File: config.mk
export PLATFORM = sky130hd
export DESIGN_NAME = bin_clock_param
export DESIGN_NICKNAME = d
export VERILOG_FILES = /design/src/rtl/bin_clock_pkg.sv /design/src/rtl/bin_clock_btn.sv /design/src/rtl/bin_clock_param.sv
export SDC_FILE = /design/constraint.sdc
export NUM_CORES = 1
export LEC_CHECK = 0
export CORE_MARGIN = 2
export CORE_UTILIZATION = 62
export CTS_BUF_LIST = sky130_fd_sc_hd__clkbuf_16
export DETAILED_ROUTE_END_ITERATION = 10
export PLACE_DENSITY = 0.81
export SLEW_MARGIN = 20
export SYNTH_ARGS = -nofsm -noshare
export SYNTH_HDL_FRONTEND = slang
export SYNTH_HIERARCHICAL = 1
export SYNTH_SLANG_ARGS = --single-unit
File: constraint.sdc
create_clock -name clk_i -period 2.75 [get_ports clk_i]
set_input_delay 0.4125 -clock clk_i [delete_from_list [all_inputs] [get_ports clk_i]]
set_output_delay 0.4125 -clock clk_i [all_outputs]
set_load 0.005 [all_outputs]
File: src/rtl/bin_clock_pkg.sv
// Shared widths, field limits and helpers for the binary clock core.
package bin_clock_pkg;

  localparam int HOUR_W   = 5;
  localparam int MIN_W    = 6;
  localparam int SEC_W    = 6;
  localparam int MAX_SEC  = 59;
  localparam int MAX_MIN  = 59;
  localparam int MAX_HOUR = 23;

  // One step request per settable field.
  typedef struct packed {
    logic hour;
    logic min;
    logic sec;
  } step_t;

  function automatic logic [HOUR_W-1:0] to_12h(input logic [HOUR_W-1:0] hour);
    if (hour == '0)                      return HOUR_W'(12);
    else if (hour > HOUR_W'(12))         return hour - HOUR_W'(12);
    else                                 return hour;
  endfunction

  // +/-1 with in-field wrap; hour is carried zero-extended to 6 bits.
  function automatic logic [5:0] step_wrap(input logic [5:0] v, input logic [5:0] max_v,
                                           input logic up);
    if (up) return (v == max_v) ? 6'd0 : v + 6'd1;
    else    return (v == 6'd0)  ? max_v : v - 6'd1;
  endfunction

endpackage

File: src/rtl/bin_clock_btn.sv
// Set-button front end: 2-FF sync, rising-edge detect and hold-to-repeat timer.
module bin_clock_btn
  import bin_clock_pkg::*;
#(
  parameter int REPEAT_DLY = 5_000_000,
  parameter int REPEAT_PER = 2_500_000
) (
  input  logic clk_i,
  input  logic rst_i,
  input  logic en_i,
  input  logic btn_i,
  output logic step_o
);

  // [0],[1] synchroniser, [2] previous synchronised level.
  logic [2:0] sync_q;
  logic       rise, held, rep;

  always_ff @(posedge clk_i or posedge rst_i) begin
    if (rst_i) sync_q <= '0;
    else       sync_q <= {sync_q[1:0], btn_i};
  end

  assign rise = sync_q[1] & ~sync_q[2];
  assign held = sync_q[1] &  sync_q[2];

  generate
    if (REPEAT_DLY > 0) begin : g_rep
      localparam int CNT_MAX = (REPEAT_DLY > REPEAT_PER) ? REPEAT_DLY : REPEAT_PER;
      localparam int CNT_W   = (CNT_MAX > 1) ? $clog2(CNT_MAX) : 1;

      logic [CNT_W-1:0] cnt_q;
      logic             armed_q;

      // Down-counter reloads on every step; a step fires when it reaches zero while held.
      assign rep = en_i & held & armed_q & (cnt_q == '0);

      always_ff @(posedge clk_i or posedge rst_i) begin
        if (rst_i) begin
          cnt_q   <= '0;
          armed_q <= 1'b0;
        end else if (!en_i || !sync_q[1]) begin
          cnt_q   <= '0;
          armed_q <= 1'b0;
        end else if (rise) begin
          cnt_q   <= CNT_W'(REPEAT_DLY - 1);
          armed_q <= 1'b1;
        end else if (rep) begin
          cnt_q   <= CNT_W'(REPEAT_PER - 1);
        end else if (cnt_q != '0) begin
          cnt_q   <= cnt_q - 1'b1;
        end
      end
    end else begin : g_norep
      assign rep = 1'b0;
    end
  endgenerate

  assign step_o = en_i & (rise | rep);

endmodule

File: src/rtl/bin_clock_param.sv
// Binary clock core: prescaled hh:mm:ss counters, 12/24 h display and button time-set.
module bin_clock_param
  import bin_clock_pkg::*;
#(
  parameter int CLK_DIV    = 10_000_000,
  parameter int REPEAT_DLY = 5_000_000,
  parameter int REPEAT_PER = 2_500_000,
  parameter int RESET_HOUR = 0
) (
  input  logic              clk_i,
  input  logic              rst_i,
  input  logic              time_set_i,
  input  logic              inc_i,
  input  logic              hour_btn_i,
  input  logic              min_btn_i,
  input  logic              sec_btn_i,
  input  logic              mode24_i,
  output logic [HOUR_W-1:0] hour_o,
  output logic [MIN_W-1:0]  minute_o,
  output logic [SEC_W-1:0]  second_o,
  output logic              pm_o,
  output logic              tick_o
);

  localparam int PRE_W = $clog2(CLK_DIV);

  logic [PRE_W-1:0]  pre_q, pre_d;
  logic [SEC_W-1:0]  sec_q, sec_d;
  logic [MIN_W-1:0]  min_q, min_d;
  logic [HOUR_W-1:0] hour_q, hour_d;
  logic              tick_q, tick_d;
  logic [1:0]        inc_sync_q;
  logic              wrap;
  logic [5:0]        hour_nx;
  step_t             step;

  bin_clock_btn #(.REPEAT_DLY(REPEAT_DLY), .REPEAT_PER(REPEAT_PER)) u_btn [2:0] (
    .clk_i  (clk_i),
    .rst_i  (rst_i),
    .en_i   (time_set_i),
    .btn_i  ({hour_btn_i, min_btn_i, sec_btn_i}),
    .step_o ({step.hour, step.min, step.sec})
  );

  assign wrap = (pre_q == PRE_W'(CLK_DIV - 1));

  always_comb begin
    pre_d   = pre_q;
    sec_d   = sec_q;
    min_d   = min_q;
    hour_d  = hour_q;
    tick_d  = 1'b0;
    hour_nx = 6'd0;
    if (time_set_i) begin
      pre_d = '0;
      if (step.sec) sec_d = step_wrap(sec_q, 6'(MAX_SEC), inc_sync_q[1]);
      if (step.min) min_d = step_wrap(min_q, 6'(MAX_MIN), inc_sync_q[1]);
      if (step.hour) begin
        hour_nx = step_wrap({1'b0, hour_q}, 6'(MAX_HOUR), inc_sync_q[1]);
        hour_d  = hour_nx[HOUR_W-1:0];
      end
    end else if (wrap) begin
      pre_d  = '0;
      tick_d = 1'b1;
      sec_d  = step_wrap(sec_q, 6'(MAX_SEC), 1'b1);
      // Full ripple carry in one cycle so 23:59:59 rolls straight to 00:00:00.
      if (sec_q == SEC_W'(MAX_SEC)) begin
        min_d = step_wrap(min_q, 6'(MAX_MIN), 1'b1);
        if (min_q == MIN_W'(MAX_MIN)) begin
          hour_nx = step_wrap({1'b0, hour_q}, 6'(MAX_HOUR), 1'b1);
          hour_d  = hour_nx[HOUR_W-1:0];
        end
      end
    end else begin
      pre_d = pre_q + 1'b1;
    end
  end

  always_ff @(posedge clk_i or posedge rst_i) begin
    if (rst_i) begin
      pre_q      <= '0;
      sec_q      <= '0;
      min_q      <= '0;
      hour_q     <= HOUR_W'(RESET_HOUR);
      tick_q     <= 1'b0;
      inc_sync_q <= '0;
    end else begin
      pre_q      <= pre_d;
      sec_q      <= sec_d;
      min_q      <= min_d;
      hour_q     <= hour_d;
      tick_q     <= tick_d;
      inc_sync_q <= {inc_sync_q[0], inc_i};
    end
  end

  assign hour_o   = mode24_i ? hour_q : to_12h(hour_q);
  assign minute_o = min_q;
  assign second_o = sec_q;
  assign pm_o     = (hour_q >= HOUR_W'(12));
  assign tick_o   = tick_q;

endmodule

==> results of run 1 <==
==> layout by cell type (no fill, tap or decap), drive strengths merged, types with 26 or more instances in the layout <==
| master | netlist | layout |
|---|---|---|
| xor2 | 26 | 26 |
| inv | 36 | 39 |
| a21oi | 69 | 69 |
| nand2 | 56 | 56 |
| dfrtp | 125 | 125 |
| nand3 | 47 | 47 |
| o21ai | 32 | 32 |
| nor2 | 67 | 67 |
| xnor2 | 43 | 43 |
| nor3 | 35 | 35 |
| buf | 9 | 30 |
==> layer usage <==
layer  part of all wire (%)  vias to the layer above  GRT usage (%)
li1                       -                     2896              -
met3                    6.6                       49           7.51
met4                    2.5                        0           12.3
met2                     48                      280           44.1
met1                     43                     3011           36.8
met5                      0                        -              0
==> worst max-delay path: stages, from the launching register on <==
cell and delay [ns]:
sky130_fd_sc_hd__dfrtp_1 0.44, sky130_fd_sc_hd__ha_1 0.27, sky130_fd_sc_hd__nand2_1 0.10, sky130_fd_sc_hd__nand3_1 0.09
sky130_fd_sc_hd__a21oi_2 0.19, sky130_fd_sc_hd__xnor2_1 0.13, sky130_fd_sc_hd__o21ai_0 0.10, sky130_fd_sc_hd__clkdlybuf4s50_1 0.45
==> sequential cells by signal, indices dropped and copies added (netlist names) <==
signal and flops:
hour_q 5, u_btn/g_rep.armed_q 3, second_o 6, minute_o 6, u_btn/g_rep.cnt_q 69, pre_q 24, u_btn/sync_q 9, tick_o 1
inc_sync_q 2
==> repair_timing <==
item / CTS / global route
pin swaps: 0 / 1
hold buffers: 0 / 0
setup endpoints to repair: 3 / 4
resized for setup: 3 / 5
buffers inserted: 0 / 3
cloned: 0 / 0
==> worst paths after layout <==
path	startpoint	to	slack (ns)	cells after the start
min in group clk_i	u_btn[0]/sync_q[0]	u_btn[0]/sync_q[1]	0.35	0
max in group asynchronous	rst_i	second_o[4]	1.68	3
hold reg to reg	u_btn[0]/sync_q[0]	u_btn[0]/sync_q[1]	0.35	0
setup reg to reg	u_btn[0]/g_rep.cnt_q[12]	second_o[5]	0.26	8
setup / recovery	hour_q[2]	hour_o[2]	0.14	7
hold / removal	rst_i	hour_q[1]	0.35	2
==> power groups by stage <==
| stage | Combinational, mW | Sequential (mW) | Clock, mW |
|---|---|---|---|
| final | 1.97 | 2.35 | 2.08 |
| after global routing | 2.16 | 2.39 | 2.20 |
| after CTS | 1.89 | 2.35 | 2.10 |
| after detailed placement | 1.86 | 2.37 | 0 |
| after global placement | 1.81 | 2.36 | 0 |
| after floorplan | 1.40 | 2.24 | 0 |
==> kinds of logic after synthesis <==
family / count (synthesis) / share of synthesized area [%]
compound gates: 160 / 13.6
xor+xnor: 69 / 8.40
fa+ha+maj: 16 / 2.78
buf+inv: 63 / 3.72
flops: 125 / 43.5
mux: 3 / 0.487
simple gates: 342 / 27.5
==> area by class of cell <==
class                   count  area (sq um)
repair buffers             56           488
inverters                  36           135
well taps                 143           179
clock inverters            13           113
flip-flops and latches    125          3130
fillers                   819          3080
clock buffers              17           425
multi-input cells         590          3820
==> results.txt, run 1 <==
----------------------------------------------------
[Status]
  Status ... finished, final reports clean

[Yosys]
  Fraction of registers with async set/reset ... between 90% and 100%
  Instance count of the mapped netlist ... 778
  Most frequently used cell type in the post-synthesis netlist ... sky130_fd_sc_hd__dfrtp_1
  Number of synthesized flops with an enable pin ... 0
  Largest area contributor in the netlist ... sky130_fd_sc_hd__dfrtp_1
  Total nets after synthesis ... 802
  Seq cells post-synth ... ~130
  Share of the synthesized area in the top cell type ... a little over two fifths
  Number of different library cells in the post-synthesis netlist ... 66
  Yosys synthesis warning count ... 6
  Synth Flop Type ... sky130_fd_sc_hd__dfrtp_1
  Post-Syn Area ... 7200 sq um
  Most frequent cells after synthesis ... 125 x sky130_fd_sc_hd__dfrtp_1, 69 x sky130_fd_sc_hd__a21oi_1, 67 x sky130_fd_sc_hd__nor2_1, 56 x sky130_fd_sc_hd__nand2_1, 44 x sky130_fd_sc_hd__nand3_1
  Top cells by area, synth ... sky130_fd_sc_hd__dfrtp_1 43%, sky130_fd_sc_hd__xnor2_1 5.2%, sky130_fd_sc_hd__a21oi_1 4.8%
  Syn Area/Cell ... 9.25 sq um
  Register area share after synthesis ... a little over two fifths

[Final layout]
  Antenna diode count ... 0
  Fraction of final layout cells with drive strength greater than 1 ... 11.8%
  Finished layout cell area ... between 8000 and 9000 sq um
  Layout overhead on the synthesized area ... 15.2%
  End-of-flow core utilization ... between 70% and 80%
  Filler-free cell count of the finished design ... 980
  Number of nets in the final layout ... 850

[Timing]
  Pin slew with the least headroom to its limit ... 0.610 ns
  Final setup vio count ... 0
  Total negative setup slack ... 0 ns
  Worst slew slack as a fraction of its limit ... 59.0%
  Post-Route Skew ... 0.00772 ns
  Final worst path period need ... 2.61 ns
  Highest attainable clock frequency ... 383 MHz
  Final Hold Viols ... 0
  Hold_ws ... between 0.3 and 0.4 ns
  Number of max-slew violations in the final report ... 0
  Post-layout worst setup margin ... 0.141 ns
  Final worst path period share ... 94.9%
  Unrepaired setup endpoints after global routing ... no

[Placement]
  Cell area after placement ... 7700 sq um
  Final estimated routing congestion in global placement ... 0.918
  Worst setup slack after placement ... between 0.15 and 0.2 ns
  Sum of net half-perimeters after detailed placement ... 11600 um
  Total instance count after detailed placement ... about 950
  Number of port buffers ... 26

[Global routing]
  Maximum number of pins on one net before global-route repair ... 40
  Aggregate global routing overflow ... 0
  Wire length of the first global-routing pass ... around 29000 um
  Overall Global Routing Usage ... 28.0%
  Via count of the first global-routing pass ... 6207
  Number of antenna violations at the first check in global routing ... 0

[Detailed routing]
  Avg WL per Cell ... 17.5 um
  Number of DRC violations after detailed-routing iteration 0 ... 480
  Detailed-route wire length ... 17100 um
  Avg Vias per Cell ... 6.36
  Via Count ... 6236
  Final antenna-violating net count ... 0
  Detailed Routing Iterations Pass 1 ... 6
  DR DRC count ... 0

[Critical path]
  Worst Setup End Kind ... output port
  Data arrival time of the worst path ... around 2.2 ns
  Highest net fanout along the worst path ... 6
  CP startpoint kind ... register
  WS Path Type ... register to output port
  Required time of the critical path ... 2.34 ns

[Power and ir drop]
  Peak supply drop ... 623 uV
  Internal power consumption ... 4.24 mW
  Clock group share of total power ... 32.5%
  Overall power ... 6.40 mW
  Switching power ... around 2.2 mW
  Relative contribution of combinational cells to total power ... 30.8%
  Net switching fraction of the power ... 33.8%
  Standby leakage power ... 3.53 nW
  Relative contribution of sequential cells to total power ... 36.8%
  PwrDens ... 772 nW/um^2

[Clocking]
  Clock-pin slew of the registers on the worst-case setup and hold paths ... approximately 0.060 ns
  H-tree Lvls ... 4
  Source-to-sink clock delay at the later pin of the worst-skew pair ... roughly 0.42 ns
  CTS tree ... yes
  Worst-case clock buffer depth ... 2
  Num CTS Buffers ... 17
  Clock net sink count ... 125
  Root cell of the clock tree ... sky130_fd_sc_hd__clkbuf_16

[Hold path]
  Kind of path behind the tightest hold check ... input pin to async pin

[Job]
  Max capacitance violation total ... 0

[Die]
  Die Span X ... 112 um
  Initial core utilization ... 63.3%
  Core box area ... 11400 sq um
  I/O pin cnt ... 27
  Row Count ... 39
  Die height ... 112 um
  Die ar. ... 12500 sq um

----------------------------------------------------
Power figures use the tool's default switching activity.
==> inputs of run 2 (changes only) <==
CELL_PAD_IN_SITES_DETAIL_PLACEMENT = 0   (was default)
CELL_PAD_IN_SITES_GLOBAL_PLACEMENT = 1   (was default)
CORE_UTILIZATION = 48   (was 62)
PLACE_DENSITY = default   (was 0.81)
PLACE_DENSITY_LB_ADDON = 0.1   (was default)
SETUP_SLACK_MARGIN = 0.05   (was default)
==> run 2 against run 1 <==
  * Hold slack got worse by 0.00060 ns
  * Largest power group unchanged
  * Critical path type unchanged
  * Critical endpoint is now hour_o[0]
  * Largest cell class unchanged
  * Core utilization is 15 points lower
  * Clock power grew 12%
  * Final area up 2.4%
  * Highest routed layer unchanged
==> results.txt, run 2 (synthesis gave the netlist of run 1 again) <==
----------------------------------------------------
[Global routing]
  Maximum number of pins on one net before global-route repair ... 28
  Overall Global Routing Usage ... between 20% and 30%
  Number of antenna violations at the first check in global routing ... 0
  Via count of the first global-routing pass ... 6047
  Wire length of the first global-routing pass ... 29300 um
  Aggregate global routing overflow ... 0

[Die]
  Initial core utilization ... 49.3%
  Row Count ... 44
  Core box area ... ~15000 sq um
  I/O pin cnt ... 27
  Die height ... 126 um
  Die Span X ... 126 um
  Die ar. ... 16000 sq um

[Placement]
  Final estimated routing congestion in global placement ... 0.889
  Cell area after placement ... 7780 sq um
  Number of port buffers ... 26
  Worst setup slack after placement ... roughly 0.04 ns
  Sum of net half-perimeters after detailed placement ... 12000 um

[Hold path]
  Origin of the worst min-delay path ... u_btn[0]/sync_q[0]
  Worst hold stages ... 0
  WHS Endpoint ... u_btn[0]/sync_q[1]
  Kind of path behind the tightest hold check ... register to register

[Status]
  Status ... finished, final reports clean

[Clocking]
  Num CTS Buffers ... 17
  H-tree Lvls ... 4
  Worst-case clock buffer depth ... 2
  Source-to-sink clock delay at the later pin of the worst-skew pair ... 0.42 ns
  Number of buffers added to fix hold violations after cts ... 0
  CTS tree ... yes
  Clock-pin slew of the registers on the worst-case setup and hold paths ... 0.06 ns
  Clock net sink count ... around 130
  Root cell of the clock tree ... sky130_fd_sc_hd__clkbuf_16

[Final layout]
  Antenna diode count ... 0
  End-of-flow core utilization ... 58.1%
  Most common library cell in the layout ignoring fill and taps ... sky130_fd_sc_hd__dfrtp_1
  Number of nets in the final layout ... 857
  Most frequent cells in the layout ... 122 x sky130_fd_sc_hd__dfrtp_1, 68 x sky130_fd_sc_hd__a21oi_1, 67 x sky130_fd_sc_hd__nor2_1
  Registers with the most flip-flops ... u_btn/g_rep.cnt_q x69, pre_q x24, u_btn/sync_q x9
  Top reg by flops ... u_btn/g_rep.cnt_q
  Flip-flop count of the largest register after layout ... 69
  Layout overhead on the synthesized area ... 17.9%
  Finished layout cell area ... 8480 sq um
  Fraction of final layout cells with drive strength greater than 1 ... 13.0%

[Timing]
  Post-layout worst setup margin ... 0.249 ns
  Final Hold Viols ... 0
  Worst slew slack as a fraction of its limit ... about three fifths
  Unrepaired setup endpoints after global routing ... no
  Final worst path period share ... between 90% and 100%
  Highest attainable clock frequency ... 400 MHz
  Final worst path period need ... 2.50 ns
  Final setup vio count ... 0
  Pin slew with the least headroom to its limit ... approximately 0.6 ns
  Post-Route Skew ... ~0.01 ns
  Number of max-slew violations in the final report ... 0
  Total negative setup slack ... 0 ns

[Critical path]
  Critical Path Start ... hour_q[3]
  Required time of the critical path ... around 2.3 ns
  WS Path Type ... register to output port
  Data arrival time of the worst path ... 2.09 ns
  Critical register-to-register path endpoint ... hour_q[0]
  Slack of the worst reg-to-reg path ... 0.31 ns
  CP startpoint kind ... register
  Worst Setup End Kind ... output port
  Highest net fanout along the worst path ... 7
  Worst-case reg-to-reg path depth ... 6
  Crit Reg-Reg Startpoint ... minute_o[1]

[Power and ir drop]
  PwrDens ... 789 nW/um^2
  Overall power ... 6.69 mW
  Standby leakage power ... between 3 and 4 nW
  Internal power consumption ... 4.48 mW
  Peak supply drop ... 555 uV
  Relative contribution of combinational cells to total power ... approximately 30%
  Relative contribution of sequential cells to total power ... 35.2%
  Switching power ... between 2 and 2.5 mW
  Clock group share of total power ... around a third
  Net switching fraction of the power ... 33.0%

[Detailed routing]
  Via Count ... 6096
  Detailed Routing Iterations Pass 1 ... 5
  Final antenna-violating net count ... 0
  Avg WL per Cell ... about 17 um
  Number of DRC violations after detailed-routing iteration 0 ... between 300 and 400
  Avg Vias per Cell ... 5.92
  DR DRC count ... 0
  Detailed-route wire length ... 17300 um

[Job]
  Max capacitance violation total ... 0

----------------------------------------------------
## run 2: power by group through the flow
stage | Combinational [mW] | Clock, mW | Sequential (mW)
3_5_place_dp | 1.89 | 0 | 2.38
3_3_place_gp | 1.86 | 0 | 2.38
4_1_cts | 1.93 | 2.36 | 2.36
5_1_grt | 2.24 | 2.45 | 2.39
2_1_floorplan | 1.40 | 0 | 2.24
6_report | 2.02 | 2.32 | 2.35
## run 2: metal layers
layer,vias up,global-route usage (%),share of wire (%)
met5,-,0,0
met4,0,8.21,2.2
met3,42,5.36,4.3
met2,165,35.3,46
met1,2977,30.7,47
li1,2912,-,-
## run 2: area by class of cell
class                   count  area, sq um
inverters                  36          135
clock buffers              17          425
flip-flops and latches    125         3130
repair buffers             63          553
multi-input cells         590         3830
fillers                  1238         6110
well taps                 184          230
clock inverters            15          180
## run 2: stage by stage
step,hold slack (ns),cells
2_1_floorplan,0.331,778
3_3_place_gp,0.335,989
3_5_place_dp,0.337,989
4_1_cts,0.351,1022
5_1_grt,0.355,1030
6_report,0.347,1030
## run 2: critical path, cell delays in order, from the launching register on
cell                              delay, ns
sky130_fd_sc_hd__dfrtp_2               0.45
sky130_fd_sc_hd__inv_1                 0.14
sky130_fd_sc_hd__ha_2                  0.23
sky130_fd_sc_hd__nand3_2               0.17
sky130_fd_sc_hd__nor2_1                0.17
sky130_fd_sc_hd__nor2_1                0.06
sky130_fd_sc_hd__clkdlybuf4s50_1       0.45
## run 2: worst max path at each step
stage / to / slack, ns / depth (start not counted)
6_report: hour_o[0] / 0.25 / 6
5_1_grt: hour_o[1] / 0.13 / 6
4_1_cts: hour_o[2] / 0.05 / 8
3_5_place_dp: hour_q[0] / 0.04 / 9
3_3_place_gp: minute_o[4] / 0.16 / 8
2_1_floorplan: minute_o[4] / 0.41 / 8
## run 2: repair_timing
action / in CTS / in global routing
pin swaps: 0 / 1
setup buffers: 1 / 8
gates resized for setup: 4 / 7
setup endpoints to repair: 4 / 4
==> inputs of run 3 (changes only) <==
CAP_MARGIN = 20   (was default)
clock period = 2.4 ns   (was 2.75 ns; I/O delays follow)
==> run 3 against run 2 <==
  * Combinational power increased by 27%
  * Global-route usage down 0.12 points
  * Largest power group is now the clock network
  * Critical path depth rose by 1
  * Core utilization increased by 1.9 points
  * Sequential power rose by 9.8%
  * Clock power grew 16%
  * Clock-buffer cell count unchanged
  * Hold slack about the same
==> results.txt, run 3 (synthesis gave the netlist of run 1 again) <==
----------------------------------------------------
[Detailed routing]
  DR DRC count ... 0
  Avg WL per Cell ... 16.3 um
  Via Count ... 6148
  Detailed Routing Iterations Pass 1 ... 5
  Avg Vias per Cell ... 5.83
  Number of DRC violations after detailed-routing iteration 0 ... 447
  Final antenna-violating net count ... 0
  Detailed-route wire length ... about 17000 um

[Die]
  Die height ... between 100 and 150 um
  I/O pin cnt ... 27
  Core box area ... about 15000 sq um
  Row Count ... 44
  Die Span X ... 126 um
  Initial core utilization ... 49.3%
  Die ar. ... 16000 sq um

[Timing]
  Final worst path period share ... a little over nine tenths
  Pin slew with the least headroom to its limit ... 0.620 ns
  Final worst path period need ... 2.27 ns
  Post-Route Skew ... between 0.008 and 0.009 ns
  Final setup vio count ... 0
  Worst slew slack as a fraction of its limit ... 58.4%
  Highest attainable clock frequency ... 440 MHz
  Post-layout worst setup margin ... 0.126 ns
  Final Hold Viols ... 0
  Number of max-slew violations in the final report ... 0
  Unrepaired setup endpoints after global routing ... yes

[Global routing]
  Wire length of the first global-routing pass ... 29400 um
  Number of antenna violations at the first check in global routing ... 0
  Via count of the first global-routing pass ... 6034
  Overall Global Routing Usage ... 22.4%
  Maximum number of pins on one net before global-route repair ... 45
  Aggregate global routing overflow ... 0

[Hold path]
  Origin of the worst min-delay path ... inc_sync_q[0]
  Kind of path behind the tightest hold check ... register to register
  Worst hold stages ... 0
  WHS Endpoint ... inc_sync_q[1]

[Final layout]
  Flip-flop count of the largest register after layout ... 69
  Most frequent cells in the layout ... 123 x sky130_fd_sc_hd__dfrtp_1, 68 x sky130_fd_sc_hd__a21oi_1, 66 x sky130_fd_sc_hd__nor2_1
  Layout overhead on the synthesized area ... 21.8%
  Top reg by flops ... u_btn/g_rep.cnt_q
  Registers with the most flip-flops ... u_btn/g_rep.cnt_q x69, pre_q x24, u_btn/sync_q x9
  Antenna diode count ... 0
  Fraction of final layout cells with drive strength greater than 1 ... 17.2%
  Finished layout cell area ... 8760 sq um
  Most common library cell in the layout ignoring fill and taps ... sky130_fd_sc_hd__dfrtp_1
  Layout filler cell count ... 1240
  Number of nets in the final layout ... 882

[Critical path]
  Critical-path top delay cell ... sky130_fd_sc_hd__or4_1
  Highest net fanout along the worst path ... 6
  Worst stage delay on the critical path ... 0.59 ns
  Kind of cell adding the most delay to the critical path ... simple AND/OR/NAND/NOR gates
  Worst-case reg-to-reg path depth ... 7
  Slack of the worst reg-to-reg path ... 0.13 ns
  WS Path Type ... register to register
  Worst path buffer plus inverter count ... 0
  CP startpoint kind ... register
  Data arrival time of the worst path ... approximately 2.6 ns
  Required time of the critical path ... ~2.7 ns
  Worst Setup End Kind ... register
  Critical register-to-register path endpoint ... hour_q[0]
  Critical path depth ... 7
  Crit Reg-Reg Startpoint ... u_btn[2]/g_rep.cnt_q[21]
  Sequence of cells on the critical path ... or4_1 -> nor4_1 -> a31oi_1 -> nor2b_1 -> and2_1 -> o22ai_1 -> a22o_1

[Power and ir drop]
  Relative contribution of combinational cells to total power ... 32.7%
  Internal power consumption ... 5.27 mW
  PwrDens ... 897 nW/um^2
  Relative contribution of sequential cells to total power ... roughly a third
  Net switching fraction of the power ... 32.9%
  Clock group share of total power ... 34.4%
  Peak supply drop ... between 500 and 600 uV
  Standby leakage power ... between 3 and 4 nW
  Switching power ... approximately 2.6 mW

[Clocking]
  H-tree Lvls ... 4
  Clock net sink count ... 125
  CTS tree ... yes
  Source-to-sink clock delay at the later pin of the worst-skew pair ... about 0.42 ns
  Clock-pin slew of the registers on the worst-case setup and hold paths ... roughly 0.060 ns
  Num CTS Buffers ... 17
  Worst-case clock buffer depth ... 2
  Root cell of the clock tree ... sky130_fd_sc_hd__clkbuf_16

[Placement]
  Sum of net half-perimeters after detailed placement ... 11900 um
  Cell area after placement ... 8000 sq um
  Worst setup slack after placement ... -0.0788 ns
  Number of port buffers ... 26
  Final estimated routing congestion in global placement ... 0.875

[Status]
  Status ... finished, final reports clean

[Job]
  Max capacitance violation total ... 0

----------------------------------------------------
run 3: cell types whose count changed in the layout (fill, tap and decap cells not counted), sizes merged:
cell,change
inv,-1
clkinv,+1
dlygate4sd2,+1
buf,+26
dlymetal6s2s,-2
run 3: worst max path at each step:
stage,slack [ns],startpoint,endpoint
finish,0.13,u_btn[2]/g_rep.cnt_q[21],hour_q[0]
global route,0.01,hour_q[3],hour_o[4]
CTS,0.06,hour_q[3],hour_o[1]
detailed placement,-0.08,time_set_i,second_o[5]
global placement,0.005,time_set_i,second_o[5]
floorplan,0.06,u_btn[1]/g_rep.cnt_q[2],minute_o[4]
run 3: metrics by stage:
stage | TNS [ns] | total power [mW] | util, % | hold WS (ns) | cells
3_3_place_gp | 0 | 5.00 | 54.9 | 0.336 | 1016
5_1_grt | 0 | 8.33 | 60.1 | 0.365 | 1055
6_report | 0 | 7.86 | 60.1 | 0.347 | 1055
4_1_cts | 0 | 7.84 | 59.5 | 0.350 | 1054
3_5_place_dp | -0.133 | 5.04 | 54.9 | 0.337 | 1016
2_1_floorplan | 0 | 4.17 | - | 0.331 | 778
run 3: cell type report:
type / count / area [sq um] / area share [%]
clock inverters: 15 / 199 / 2.27
multi-input cells: 590 / 3880 / 44.3
well taps: 184 / 230 / 2.63
repair buffers: 88 / 757 / 8.64
clock buffers: 17 / 425 / 4.86
flip-flops and latches: 125 / 3130 / 35.7
inverters: 36 / 135 / 1.54
run 3: power by group through the flow:
stage	sequential, mW	combinational [mW]	clock (mW)
2_1_floorplan	2.57	1.60	0
3_3_place_gp	2.61	2.40	0
3_5_place_dp	2.61	2.43	0
4_1_cts	2.57	2.50	2.76
5_1_grt	2.62	2.85	2.86
6_report	2.58	2.57	2.70
run 3: worst reg2reg max path: stages, from the launching register on:
cell,delay (ns)
sky130_fd_sc_hd__dfrtp_1,0.41
sky130_fd_sc_hd__or4_1,0.59
sky130_fd_sc_hd__nor4_1,0.28
sky130_fd_sc_hd__a31oi_1,0.17
sky130_fd_sc_hd__nor2b_1,0.13
sky130_fd_sc_hd__and2_1,0.27
sky130_fd_sc_hd__o22ai_1,0.14
sky130_fd_sc_hd__a22o_1,0.19
run 3: timing repair:
item	4_1_cts	5_1_grt
setup buffers	6	1
pin swaps	2	7
resized for setup	10	17
hold buffers	0	0
endpoints found under the setup margin	5	11
run 3: routing by layer:
metal / vias to the layer above / share of wire [%] / GRT usage [%] / wire (um)
li1: 2971 / - / - / -
met1: 2988 / 48 / 31.7 / 8230
met2: 175 / 46 / 35.1 / 7940
met3: 14 / 5.0 / 4.60 / 854
met4: 0 / 0.82 / 6.66 / 140
met5: - / 0 / 0 / 0
